===== src/rtl/s820_misr.sv =====
// Multiple-input signature register compacting the 19 primary outputs of the s820 core.
// Optional golden-signature comparator enabled by defining S820_MISR_COMPARE_EN.
module s820_misr #(
  parameter int              SIG_W = 20,
  parameter logic [SIG_W-1:0] POLY = 20'h00009,
  parameter logic [SIG_W-1:0] SEED = 20'h00000,
  parameter int              CNT_W = 16
) (
  input  logic             CK,
  input  logic             RST,
  input  logic             START,
  input  logic [CNT_W-1:0] N_CYC,
  input  logic             RESP_VLD,
  input  logic [18:0]      RESP,
  input  logic             ACK,
`ifdef S820_MISR_COMPARE_EN
  input  logic [SIG_W-1:0] GOLDEN,
  output logic             PASS,
`endif
  output logic             BUSY,
  output logic             DONE,
  output logic [SIG_W-1:0] SIG,
  output logic [CNT_W-1:0] FOLDS
);

  typedef enum logic [1:0] {
    ST_IDLE = 2'd0,
    ST_RUN  = 2'd1,
    ST_DONE = 2'd2
  } state_t;

  state_t           state_q, state_d;
  logic [SIG_W-1:0] sig_q, sig_d;
  logic [CNT_W-1:0] folds_q, folds_d;
  logic [CNT_W-1:0] ncyc_q, ncyc_d;
  logic             busy_q, busy_d;
  logic             done_q, done_d;
  logic             pass_q, pass_d;

  // One MISR step: shift, apply feedback when the MSB leaves, xor in the response.
  function automatic logic [SIG_W-1:0] misr_fold(input logic [SIG_W-1:0] s,
                                                 input logic [18:0]      r);
    logic [SIG_W-1:0] nxt;
    nxt = {s[SIG_W-2:0], 1'b0};
    if (s[SIG_W-1]) begin
      nxt = nxt ^ POLY;
    end else begin
      nxt = nxt;
    end
    return nxt ^ SIG_W'(r);
  endfunction

  always_comb begin
    state_d = state_q;
    sig_d   = sig_q;
    folds_d = folds_q;
    ncyc_d  = ncyc_q;
    pass_d  = pass_q;
    case (state_q)
      ST_IDLE: begin
        if (START) begin
          state_d = ST_RUN;
          sig_d   = SEED;
          folds_d = '0;
          pass_d  = 1'b0;
          ncyc_d  = (N_CYC == '0) ? CNT_W'(1'b1) : N_CYC;
        end else begin
          state_d = ST_IDLE;
        end
      end
      ST_RUN: begin
        if (RESP_VLD) begin
          sig_d   = misr_fold(sig_q, RESP);
          folds_d = folds_q + CNT_W'(1'b1);
          // The window closes on the edge of the final fold, not one cycle later.
          if (folds_d == ncyc_q) begin
            state_d = ST_DONE;
`ifdef S820_MISR_COMPARE_EN
            pass_d  = (sig_d == GOLDEN);
`endif
          end else begin
            state_d = ST_RUN;
          end
        end else begin
          state_d = ST_RUN;
        end
      end
      ST_DONE: begin
        if (ACK) begin
          state_d = ST_IDLE;
        end else begin
          state_d = ST_DONE;
        end
      end
      default: begin
        state_d = ST_IDLE;
      end
    endcase
    busy_d = (state_d == ST_RUN);
    done_d = (state_d == ST_DONE);
  end

  always_ff @(posedge CK) begin
    if (RST) begin
      state_q <= ST_IDLE;
      sig_q   <= SEED;
      folds_q <= '0;
      ncyc_q  <= CNT_W'(1'b1);
      busy_q  <= 1'b0;
      done_q  <= 1'b0;
      pass_q  <= 1'b0;
    end else begin
      state_q <= state_d;
      sig_q   <= sig_d;
      folds_q <= folds_d;
      ncyc_q  <= ncyc_d;
      busy_q  <= busy_d;
      done_q  <= done_d;
      pass_q  <= pass_d;
    end
  end

  assign BUSY  = busy_q;
  assign DONE  = done_q;
  assign SIG   = sig_q;
  assign FOLDS = folds_q;
`ifdef S820_MISR_COMPARE_EN
  assign PASS  = pass_q;
`else
  logic unused_pass;
  assign unused_pass = pass_q;
`endif

endmodule


===== config.mk =====
export PLATFORM = sky130hd
export DESIGN_NAME = s820_misr
export DESIGN_NICKNAME = d
export VERILOG_FILES = /design/src/rtl/s820_misr.sv
export SDC_FILE = /design/constraint.sdc
export NUM_CORES = 1
export LEC_CHECK = 0
export ABC_AREA = 1
export ABC_CLOCK_PERIOD_IN_PS = 2090
export CAP_MARGIN = 5
export CORE_ASPECT_RATIO = 0.8
export CORE_MARGIN = 2
export CORE_UTILIZATION = 40
export CTS_CLUSTER_DIAMETER = 120
export DETAILED_ROUTE_END_ITERATION = 6
export GPL_TIMING_DRIVEN = 0
export PLACE_DENSITY = 0.79
export SLEW_MARGIN = 5
export SYNTH_ARGS = -nofsm -noshare
export SYNTH_HDL_FRONTEND = slang
export SYNTH_SLANG_ARGS = --single-unit

===== constraint.sdc =====
create_clock -name CK -period 2.09 [get_ports CK]
set_input_delay 0.418 -clock CK [delete_from_list [all_inputs] [get_ports CK]]
set_output_delay 0.418 -clock CK [all_outputs]
set_load 0.005 [all_outputs]

==> flow_summary.yaml <==
critical_path:
  worst_setup_path_end_kind: "flip-flop"
  slowest_stage: "dfxtp_1"
  critPathLaunchType: "flip-flop"
  startpoint: "FOLDS[1]"
  cp_max_fo: 8
  crit_type: "flip-flop to flip-flop"
  reg2reg_depth: 12
  path_cells: "ha_2 > nand2_2 > nor2_8 > buf_4 > nand4_1 > nand3_1 > nand2_1 > nor2_1 > nand2_1 > nor2_1 > nand3_1 > a21oi_1"
  worstReg2RegStart: "FOLDS[1]"
  critical_path_arrival_ns: 2.20
  crit_required_ns: 2.32
  cp_slowest_stage_delay_ns: 0.40
finish:
  n_antenna_cell: 0
  final_common_cell: "nand2_1"
  syn2layout_area_growth_pct: 34.3
  finalNetCount: 595
  drive_above_1_share_pct: 5.96
  final_util_pct: 55.6
  mostFrequentLayoutCells: "153 x nand2_1, 76 x clkdlybuf4s50_1, 55 x dfxtp_1"
sta:
  period_share_pct: 94.3
  maxSlewViolCount: 0
  final-setup-viol-count: 0
  min_period_ns: 1.97
  timing.fmax_mhz: 507
  rsz0062_at_grt: "no"
  relSlewSlack_pct: 60.1
  setup_slack_ns: 0.119
  fin_skew_ns: 0.0115
  hold_viol: 0
  worstMarginPinSlew_ns: 0.599
cts:
  htree_levels: 2
  cts.path.max_buffers: 2
  tritoncts: "yes"
  numCtsBuffers: 5
  clk_latency_ns: 0.30
  cts.sinks: 56
  cts-root-buf: "clkbuf_8"
  ctsHoldBuffers: 0
  clk_pin_slew_ns: 0.10
logic_synthesis:
  ys_seq_area_share_pct: 36.7
  syn_area_um2: 3060
  synth_cell_types: 26
  synth_fp_nets: 510
  synthCells: 469
  synth-seq-cells: 56
  syn_avg_cell_area_um2: 6.52
  ys.warnings.count: 0
drt:
  drt-total-wl_mm: 8.46
  first_pass_iters: 5
  vias_per_cell: 4.99
  drc: 0
  routedWlPerCell_um: 12.8
  drtAntennaViolNets: 0
  vias: 3286
  drt_iter0_drc: 271
power_and_ir_drop:
  ir_worst_vdd_v: 0.000267
  leakage_uw: 0.00167
  powerDensity_nw_per_um2: 569
hold_path:
  whs_path_depth: 1
  worstHoldStart: "FOLDS[0]"
  hold_path.class: "flip-flop to flip-flop"
grt:
  gr-total-overflow: 0
  grt_max_degree: 17
  grt.total_usage_pct: 19.9
  antenna_found_initial: 0
  grt_pass1_wl_mm: 13.2
  grt_pass1_vias: 2923
floorplanning:
  dieArea_um2: 8360
  die_h_um: 82.2
  initial_core_util_pct: 41.4
  fp.dieW_um: 102
  ioPinCount: 78
  core_area_um2: 7390
  fp-row-count: 28
job:
  maxCapViolCount: 0
placed_design:
  portBuffers: 76
  place_congestion: 0.903
  hpwl_mm: 6.50
  dp_slack_ns: -0.248
run_status:
  status: "complete, no violations"
per-stage QoR:
| step | hold WS [ns] | area (um^2) | std cells | TNS (ns) | total power [uW] |
|---|---|---|---|---|---|
| after global routing | 0.515 | 4110 | 659 | 0 | 2440 |
| final | 0.493 | 4110 | 659 | 0 | 2340 |
| after floorplan | 0.453 | 3060 | 469 | 0 | 1360 |
| after CTS | 0.497 | 4080 | 657 | 0 | 2350 |
| after detailed placement | 0.482 | 3950 | 650 | -6.05 | 1540 |
| after global placement | 0.470 | 3950 | 650 | -4.93 | 1530 |
state kept, by name, indices dropped and copies added, names as in the netlist:
signal / cells
state_q: 2
BUSY: 1
DONE: 1
SIG: 20
ncyc_q: 16
FOLDS: 16
layer usage:
metal	part of all wire, %	global-route usage, %
met3	7.3	4.88
met4	0.78	4.86
met1	45	25.6
met2	46	33.7
met5	0	0
worst paths after layout:
kind / slack (ns) / endpoint
worst max-delay path: 0.12 / state_q[1]
worst min-delay path: 0.49 / FOLDS[0]
worst max register to register: 0.12 / state_q[1]
worst min register to register: 0.49 / FOLDS[0]
logic make-up (layout without fill, tap and decap cells):
| group | count (synthesis) | in the layout | synth area share [%] |
|---|---|---|---|
| AOI/OAI and AO/OA | 72 | 72 | 12.1 |
| DFF | 56 | 56 | 36.7 |
| buffers and inverters | 67 | 152 | 8.35 |
| adders and majority gates | 1 | 1 | 0.409 |
| xor gates and xnor gates | 19 | 19 | 5.44 |
| and+or+nand+nor | 254 | 254 | 37.0 |
final cells by class:
cell class / instances / area (um^2)
Clock buffer: 5 / 68.8
Clock inverter: 2 / 60.1
Fill cell: 711 / 3290
Timing Repair Buffer: 78 / 776
Tap cell: 105 / 131
Buffer: 14 / 56.3
Sequential cell: 56 / 1120
Inverter: 53 / 199
Multi-Input combinational cell: 346 / 1690
synthesized netlist by cell type:
master | number | area, um^2
o21ai_2 | 1 | 8.76
inv_2 | 2 | 7.51
o21ai_0 | 14 | 70.1
buf_2 | 3 | 15.0
xor2_1 | 19 | 166
nand4_1 | 12 | 75.1
nor4_1 | 1 | 6.26
ha_1 | 1 | 12.5
nand2_1 | 153 | 574
nand3_1 | 43 | 215
a21oi_1 | 54 | 270
nor2_1 | 24 | 90.1
a211oi_1 | 2 | 15.0
nand2_2 | 4 | 25.0
dfxtp_1 | 56 | 1120
nand3b_1 | 6 | 45.0
nor2_8 | 1 | 20.0
buf_1 | 1 | 3.75
nor2_4 | 3 | 33.8
inv_1 | 49 | 184
nor2_2 | 4 | 25.0
nand3_2 | 1 | 10.0
or2_2 | 2 | 12.5
o21ai_1 | 1 | 5.00
clkinv_1 | 2 | 7.51
clkbuf_1 | 10 | 37.5
critical path, delay by kind of cell (launching register included):
family / cells / cell delay, ns
AND/OR/NAND/NOR: 9 / 1.01
flip-flops: 1 / 0.40
adder cells (fa/ha/maj): 1 / 0.22
AO/OA/AOI/OAI: 1 / 0.15
buffers and inverters: 1 / 0.14
report_power, final:
part           internal [uW]  switching (uW)  total [uW]
registers               1110            42.5        1150
clock network            472             342         814
logic                    177             191         368
what timing repair did:
item	CTS	global route
buffers inserted	0	2
resized for setup	0	5
setup endpoints to repair	0	33
No activity file was read; power rests on OpenSTA's default activity.
